## config.mk

```make
export PLATFORM = sky130hd
export DESIGN_NAME = jtag_dtm
export DESIGN_NICKNAME = d
export VERILOG_FILES = /design/src/rtl/jtag_dtm.sv
export SDC_FILE = /design/constraint.sdc
export NUM_CORES = 1
export LEC_CHECK = 0
export ABC_AREA = 1
export ABC_CLOCK_PERIOD_IN_PS = 1950
export CAP_MARGIN = 20
export CORE_MARGIN = 5
export CORE_UTILIZATION = 35
export CTS_CLUSTER_SIZE = 28
export DETAILED_ROUTE_END_ITERATION = 8
export GPL_TIMING_DRIVEN = 0
export SLEW_MARGIN = 15
export SYNTH_ARGS = -nofsm -noshare
export SYNTH_HDL_FRONTEND = slang
export SYNTH_SLANG_ARGS = --single-unit
```

## constraint.sdc

```tcl
create_clock -name clk -period 1.95 [get_ports clk]
set_clock_uncertainty 0.05 [all_clocks]
set_input_delay 0.39 -clock clk [delete_from_list [all_inputs] [get_ports clk]]
set_output_delay 0.39 -clock clk [all_outputs]
set_load 0.03 [all_outputs]
```

## src/rtl/jtag_dtm.sv

```systemverilog
// JTAG debug transport module: oversamples the JTAG pins in the clk domain, runs the TAP,
// and turns DMI data-register scans into single debug-module read/write requests.
module jtag_dtm #(
  parameter logic [31:0] IDCODE    = 32'h1000_0001,
  parameter int          ABITS     = 7,
  parameter logic [2:0]  IDLE_HINT = 3'd1
) (
  input  logic             clk,
  input  logic             resetn,
  input  logic             jtag_tck,
  input  logic             jtag_tms,
  input  logic             jtag_tdi,
  output logic             jtag_tdo,
  output logic             dmi_valid,
  input  logic             dmi_ready,
  output logic             dmi_write,
  output logic [ABITS-1:0] dmi_addr,
  output logic [31:0]      dmi_wdata,
  input  logic [31:0]      dmi_rdata
);

  localparam int DMI_W = ABITS + 34;

  localparam logic [4:0] IR_IDCODE = 5'h01;
  localparam logic [4:0] IR_DTMCS  = 5'h10;
  localparam logic [4:0] IR_DMI    = 5'h11;

  typedef enum logic [3:0] {
    TLR, RTI,
    SEL_DR, CAP_DR, SH_DR, EX1_DR, PAU_DR, EX2_DR, UPD_DR,
    SEL_IR, CAP_IR, SH_IR, EX1_IR, PAU_IR, EX2_IR, UPD_IR
  } tap_e;

  typedef enum logic [1:0] {DMI_IDLE, DMI_REQ, DMI_RESP} dmi_e;

  // [0] first sync stage, [1] synchronized value, [2] history
  logic [2:0] tck_q, tms_q, tdi_q;
  logic       tck_rise, tck_fall, tms_s, tdi_s;

  tap_e             tap_state, tap_next;
  logic [4:0]       ir, ir_shift;
  logic [DMI_W-1:0] dr_shift, dr_capture;
  logic [31:0]      dtmcs_value;
  logic [1:0]       dmistat, scan_op;
  logic [31:0]      result;
  dmi_e             dmi_state, dmi_next;
  logic             busy, dmi_update, dmi_issue, dtmcs_clear;

  assign tck_rise = tck_q[1] & ~tck_q[2];
  assign tck_fall = ~tck_q[1] & tck_q[2];
  // tms/tdi are taken from the history stage, i.e. the value seen while tck was still low.
  assign tms_s    = tms_q[2];
  assign tdi_s    = tdi_q[2];

  always_comb begin
    // NOTE: default first so every path assigns tap_next and no latch is inferred.
    tap_next = tap_state;
    unique case (tap_state)
      TLR:     tap_next = tms_s ? TLR    : RTI;
      RTI:     tap_next = tms_s ? SEL_DR : RTI;
      SEL_DR:  tap_next = tms_s ? SEL_IR : CAP_DR;
      CAP_DR:  tap_next = tms_s ? EX1_DR : SH_DR;
      SH_DR:   tap_next = tms_s ? EX1_DR : SH_DR;
      EX1_DR:  tap_next = tms_s ? UPD_DR : PAU_DR;
      PAU_DR:  tap_next = tms_s ? EX2_DR : PAU_DR;
      EX2_DR:  tap_next = tms_s ? UPD_DR : SH_DR;
      UPD_DR:  tap_next = tms_s ? SEL_DR : RTI;
      SEL_IR:  tap_next = tms_s ? TLR    : CAP_IR;
      CAP_IR:  tap_next = tms_s ? EX1_IR : SH_IR;
      SH_IR:   tap_next = tms_s ? EX1_IR : SH_IR;
      EX1_IR:  tap_next = tms_s ? UPD_IR : PAU_IR;
      PAU_IR:  tap_next = tms_s ? EX2_IR : PAU_IR;
      EX2_IR:  tap_next = tms_s ? UPD_IR : SH_IR;
      UPD_IR:  tap_next = tms_s ? SEL_DR : RTI;
      default: tap_next = TLR;
    endcase
  end

  assign busy        = (dmi_state != DMI_IDLE);
  assign dmi_valid   = (dmi_state == DMI_REQ);
  assign scan_op     = dr_shift[1:0];
  assign dmi_update  = tck_rise && (tap_state == UPD_DR) && (ir == IR_DMI) &&
                       ((scan_op == 2'd1) || (scan_op == 2'd2));
  assign dmi_issue   = dmi_update && !busy && (dmistat == 2'd0);
  assign dtmcs_clear = tck_rise && (tap_state == UPD_DR) && (ir == IR_DTMCS) && dr_shift[16];
  assign dtmcs_value = {17'b0, IDLE_HINT, dmistat, 6'(ABITS), 4'd1};

  always_comb begin
    dr_capture = '0;
    unique case (ir)
      IR_IDCODE: dr_capture = DMI_W'(IDCODE);
      IR_DTMCS:  dr_capture = DMI_W'(dtmcs_value);
      IR_DMI:    dr_capture = {dmi_addr, result,
                               (busy || dmistat == 2'd3) ? 2'd3 : dmistat};
      default:   dr_capture = '0;
    endcase
  end

  // NOTE: sequential state uses non-blocking assignments so every flop samples pre-edge values.
  always_ff @(posedge clk or negedge resetn) begin
    if (!resetn) begin
      tck_q     <= '0;
      tms_q     <= '0;
      tdi_q     <= '0;
      tap_state <= TLR;
      ir        <= IR_IDCODE;
      ir_shift  <= '0;
      dr_shift  <= '0;
      jtag_tdo  <= 1'b0;
    end else begin
      tck_q <= {tck_q[1:0], jtag_tck};
      tms_q <= {tms_q[1:0], jtag_tms};
      tdi_q <= {tdi_q[1:0], jtag_tdi};

      if (tck_rise) begin
        tap_state <= tap_next;
        unique case (tap_state)
          CAP_IR: ir_shift <= 5'b00001;
          SH_IR:  ir_shift <= {tdi_s, ir_shift[4:1]};
          UPD_IR: ir       <= ir_shift;
          CAP_DR: dr_shift <= dr_capture;
          SH_DR: begin
            unique case (ir)
              IR_IDCODE, IR_DTMCS: dr_shift <= DMI_W'({tdi_s, dr_shift[31:1]});
              IR_DMI:              dr_shift <= {tdi_s, dr_shift[DMI_W-1:1]};
              default:             dr_shift <= DMI_W'(tdi_s);
            endcase
          end
          default: ;
        endcase
        if (tap_next == TLR) ir <= IR_IDCODE;
      end

      if (tck_fall) begin
        if (tap_state == SH_IR)      jtag_tdo <= ir_shift[0];
        else if (tap_state == SH_DR) jtag_tdo <= dr_shift[0];
      end
    end
  end

  always_comb begin
    dmi_next = dmi_state;
    unique case (dmi_state)
      DMI_IDLE: if (dmi_issue) dmi_next = DMI_REQ;
      DMI_REQ:  if (dmi_ready) dmi_next = DMI_RESP;
      DMI_RESP: dmi_next = DMI_IDLE;
      default:  dmi_next = DMI_IDLE;
    endcase
  end

  always_ff @(posedge clk or negedge resetn) begin
    if (!resetn) begin
      dmi_state <= DMI_IDLE;
      dmi_write <= 1'b0;
      dmi_addr  <= '0;
      dmi_wdata <= '0;
      result    <= '0;
      dmistat   <= 2'd0;
    end else begin
      dmi_state <= dmi_next;
      if (dmi_issue) begin
        dmi_write <= (scan_op == 2'd2);
        dmi_addr  <= dr_shift[DMI_W-1 -: ABITS];
        dmi_wdata <= dr_shift[33:2];
      end
      // The debug module presents read data one cycle after the handshake.
      if ((dmi_state == DMI_RESP) && !dmi_write) result <= dmi_rdata;
      // A scan landing while busy (including busy's last cycle) is an overrun.
      if (dmi_update && busy) dmistat <= 2'd3;
      else if (dtmcs_clear)   dmistat <= 2'd0;
    end
  end

endmodule

```

; After elaboration in Yosys (flattened, before gate mapping)
; Index checks and enable logic that the tools add are counted.
[op_classes]
n_mux = 27
bitwise = 4
reduce_logical = 32
eq_ne = 25
[ops]
columns = op, count
row1 = one-hot mux 41 bit (2 select lines), 2
row2 = one-hot mux 41 bit (3 select lines), 1
row3 = one-hot mux 4 bit (12 select lines), 1
row4 = == test 4 bit (second input constant), 8
row5 = == test 4 x 3 -> 1 bit (second input constant), 4
row6 = two-way mux 2 bit, 8
row7 = two-way mux 4 bit, 4
row8 = nonzero test 2 bit, 6
row9 = == test 5 bit (second input constant), 2
row10 = two-way mux 5 bit, 2
row11 = one-hot mux 5 bit (2 select lines), 1
row12 = AND reduction 2 bit, 5
row13 = logical AND 1 bit, 9
row14 = == test 4 x 2 -> 1 bit (second input constant), 2
row15 = logical NOT 4 bit, 2
row16 = == test 2 bit (second input constant), 3
row17 = two-way mux 3 bit, 2
row18 = OR reduction 2 bit, 3
row19 = == test 5 x 1 -> 1 bit (second input constant), 1
row20 = two-way mux 1 bit, 5
row21 = == test 2 x 1 -> 1 bit (second input constant), 2
row22 = == test 4 x 1 -> 1 bit (second input constant), 1
row23 = logical NOT 2 bit, 2
row24 = one-hot mux 2 bit (2 select lines), 1
row25 = other kinds (7), 11
[word_totals]
input_bits = 38
word_cells = 102
output_inout_bits = 42
regBits = 141

; Depth between registers and ports, before layout
[depth]
word_depth = 9
mapped_depth = 13

; Least setup slack after synthesis
; Ideal clock, no wire load.
[synth_timing]
kind = reg-to-reg
start = register ir[0]
end = register dmi_wdata[27]
path_stages_with_launch = 8
slack_ns = 0.239
path_buffers = 1
period_less_slack_ns = 1.711
setup_time_ns = 0.125
arrival_time_ns = 1.536
path_cell_list = dfstp_2 -> inv_1 -> nor2_1 -> nand2_1 -> inv_1 -> nand3_2 -> buf_6 -> mux2_4
[synth_via]
elab_chain_cells = 5
[synth_rtl]
columns = element, line_no
row1 = start: declaration, 41  ; logic [4:0] ir, ir_shift;
row2 = start signal: assignment, 120  ; UPD_IR: ir <= ir_shift;
row3 = == test 5 bit, 82  ; assign dmi_update = tck_rise && (tap_state == UPD_DR) && (ir == IR_DMI) &&
row4 = logical AND 1 bit (2 in series), 82
row5 = logical AND 1 bit (2 in series), 84  ; assign dmi_issue = dmi_update && !busy && (dmistat == 2'd0);
row6 = end signal: assignment, 164  ; dmi_wdata <= dr_shift[33:2];
row7 = end: declaration, 18  ; output logic [31:0] dmi_wdata,
; Every way passes these cells.
; A chain may end at the register's enable or synchronous reset.

; Worst setup path after layout
[layout_timing]
start = register dmi_wdata[28]
end = output port dmi_wdata[28]
; No word-level cell between the ends.

==> out/summary.txt <==
Vias in the first global route = 4617
Initial antenna violation count = 0
M3 GR Usage = 3.97%
Commonest cells after routing, fill and taps aside = dfrtp_1, nand2_1, inv_1
Cts bufs inserted = 17
Cell Chain, Critical Path = clkdlybuf4s50_1
CTS H-tree depth = 4
HP Start = tdi_q[1]$_DFF_PN0_
Final Power = 8.99 mW
WS Path Type = reg -> out
Gr usage total = 15.6%
Iteration-0 DRC Markers = 203
Number of core rows = 48
Cell Area, Synth = 6020 µm²
GR Util met1 = 22.7%
Die H = 141 µm
Initial Util = 35.3%
Status = completed
Routed Antenna Nets = 0
Unrepaired setup endpoints after global routing = yes
R2R Path End = dr_shift[7]$_DFFE_PN0P_
PwrDens = 1130 nW/µm²
M2 GR Usage = 22.7%
First-pass GRT wire length = 24300 µm
HP Class = reg -> reg
Hold Slack = 0.293 ns
Final setup violating endpoints = 0
Final Net Count = 788
Die X = 141 µm
DR WL/cell = 15.2 µm
Clock Latency Late Sink = 0.41 ns
Critical path's slowest cell = clkdlybuf4s50_1
Share of layout cells above drive strength 1 = 15.5%
Cell Area, Placed = 7130 µm²
Sequential-to-total area share from yosys stat = 58.2%
CP endpoint kind = output port
Cell variety after synth = 32
Final Max Tran Viols = 0
Root Buffer Master = clkbuf_16
Vias = 4661
DP Wirelength = 10400 µm
Hold endpoint = tdi_q[2]$_DFF_PN0_
WL final = 15000 µm
Grt total ovfl = 0
Gr busiest metal = met2
Syn avg cell area = 9.35 µm²
I/O Buffers = 79
Crit path largest cell delay = 0.68 ns
Syn nets = 683
RD Place Congestion = 0.789
Yosys reg bits = 140
TNS Setup = 0 ns
Ports = 80
# clock sinks = 140
Buffers & Inverters on Critical Path = 1
Largest net degree at the start of global routing = 85
Core area = 17100 µm²
P&R area growth vs syn = 31.7%
Max VDD drop = 0.720 mV
Cells after synthesis = 644
Clock-pin transition on the worst setup and hold timing paths = 0.06 ns
Clock buffer depth = 2
Via/cell ratio = 4.72
Die area = 19900 µm²
CP required = 1.51 ns
Register area = 3510 µm²
CTS tree = done
Max_cap viols = 0
Endpoints failing hold = 0
Syn. warnings = 0
Tmin final = 1.90 ns
Pre-Repair DR Iteration Count = 4
Filler Cell Count = 1678
Setup slack, reg-to-reg = 0.11 ns
Fmax = 0.525 GHz
Worst slew pin tran = 0.614 ns
Critical R2R Launch = ir[0]$_DFFE_PN1P_
Worst setup SP type = flop
Area occupied by multi-input gates = 2060 µm²
Reg2Reg Depth = 9
Most common cell after layout, fill and taps aside = dfrtp_1
Top delay family on crit path = buffers and inverters
Relative slew slack = 59.0%
Post-route cell area = 7930 µm²
Drt drc = 0
Leakage power of the design = 3.82 nW
Hold path depth = 0
Crit-path max FO = 2
CP arrival = 1.46 ns
Ant diodes = 0
Tcrit/Tclk final = 97.6%
worst max-delay path by stage:
stage / start / to / slack, ns / cells after the start
after CTS: dmi_addr[4]$_DFFE_PN0P_ / dmi_addr[4] / 0.003 / 1
final: dmi_wdata[28]$_DFFE_PN0P_ / dmi_wdata[28] / 0.05 / 1
after detailed placement: dmi_state[1]$_DFFE_PN0P_ / result[17]$_DFFE_PN0P_ / -0.17 / 6
after global placement: resetn / result[24]$_DFFE_PN0P_ / -5.38 / 1
after global routing: ir[0]$_DFFE_PN1P_ / dr_shift[7]$_DFFE_PN0P_ / -0.02 / 9
after floorplan: ir[0]$_DFFE_PN1P_ / dmi_wdata[27]$_DFFE_PN0P_ / 0.24 / 7
Yosys cell counts:
library cell | instances | area (µm²)
o2111ai_1 | 2 | 17.5
nor2_8 | 1 | 20.0
o22ai_1 | 20 | 125
ha_1 | 1 | 12.5
nor2_1 | 46 | 173
o21bai_1 | 1 | 7.51
nand4_1 | 5 | 31.3
nand3_1 | 11 | 55.1
a21oi_1 | 34 | 170
a32o_1 | 1 | 10.0
nand2_2 | 6 | 37.5
buf_2 | 12 | 60.1
a32oi_1 | 4 | 35.0
o211ai_1 | 3 | 22.5
mux2_2 | 19 | 214
o21ai_0 | 60 | 300
o21ai_1 | 34 | 170
nor2_4 | 4 | 45.0
inv_1 | 86 | 323
nor3_1 | 1 | 5.00
mux2_4 | 3 | 45.0
dfstp_2 | 1 | 26.3
clkbuf_1 | 8 | 30.0
a31oi_1 | 3 | 18.8
nand3_2 | 2 | 20.0
nand2_1 | 120 | 450
nor2_2 | 3 | 18.8
buf_6 | 5 | 56.3
inv_2 | 6 | 22.5
clkinv_2 | 1 | 5.00
dfrtp_1 | 139 | 3480
buf_4 | 2 | 15.0
cells by family (layout without fill, tap and decap cells):
logic type / after synthesis / after routing / share of synthesized area [%]
AOI/OAI and AO/OA: 162 / 162 / 14.6
adders and majority gates: 1 / 1 / 0.208
buffers and inverters: 120 / 238 / 8.50
DFF: 140 / 140 / 58.2
muxes: 22 / 22 / 4.30
and+or+nand+nor: 199 / 199 / 14.2
power by group:
group / total (mW) / switching [mW] / internal, mW
Combinational: 1.82 / 1.12 / 0.704
Clock: 3.60 / 1.23 / 2.37
Sequential: 3.57 / 0.258 / 3.31
registers in the layout (all words and copies together), names as in the netlist, 2 cells and up:
| signal | count |
|---|---|
| dmi_wdata | 32 |
| dr_shift | 41 |
| tck_q | 3 |
| dmi_state | 2 |
| tms_q | 3 |
| dmi_addr | 7 |
| ir_shift | 5 |
| ir | 5 |
| result | 32 |
| tap_state | 4 |
| tdi_q | 3 |
cell type report:
class / instances / share of cell area [%]
plain buffers: 27 / 2.40
multi-input cells: 384 / 25.9
flip-flops and latches: 140 / 44.2
clock inverters: 10 / 2.35
inverters: 93 / 4.43
repair buffers: 86 / 11.2
well taps: 225 / 3.55
clock buffers: 22 / 5.98
per-stage QoR:
stage,cells,setup WS (ns),utilization [%]
after floorplan,644,0.239,-
after global placement,948,-5.38,41.6
after detailed placement,949,-0.170,41.8
after CTS,982,0.00328,45.8
after global routing,987,-0.0164,46.5
final,987,0.0463,46.5
metal layers:
layer	vias to the layer above	share of wire (%)
met1	2230	48
li1	2304	-
met5	-	0
met3	12	5.6
met2	115	45
met4	0	1.3
timing repair:
action                                  CTS  global route
hold endpoints to repair                 56             0
buffers inserted                          0             5
endpoints found under the setup margin   56            96
resized for setup                        15            34
hold buffers                              1             0
pin swaps                                 0             5
Power figures use the tool's default switching activity.
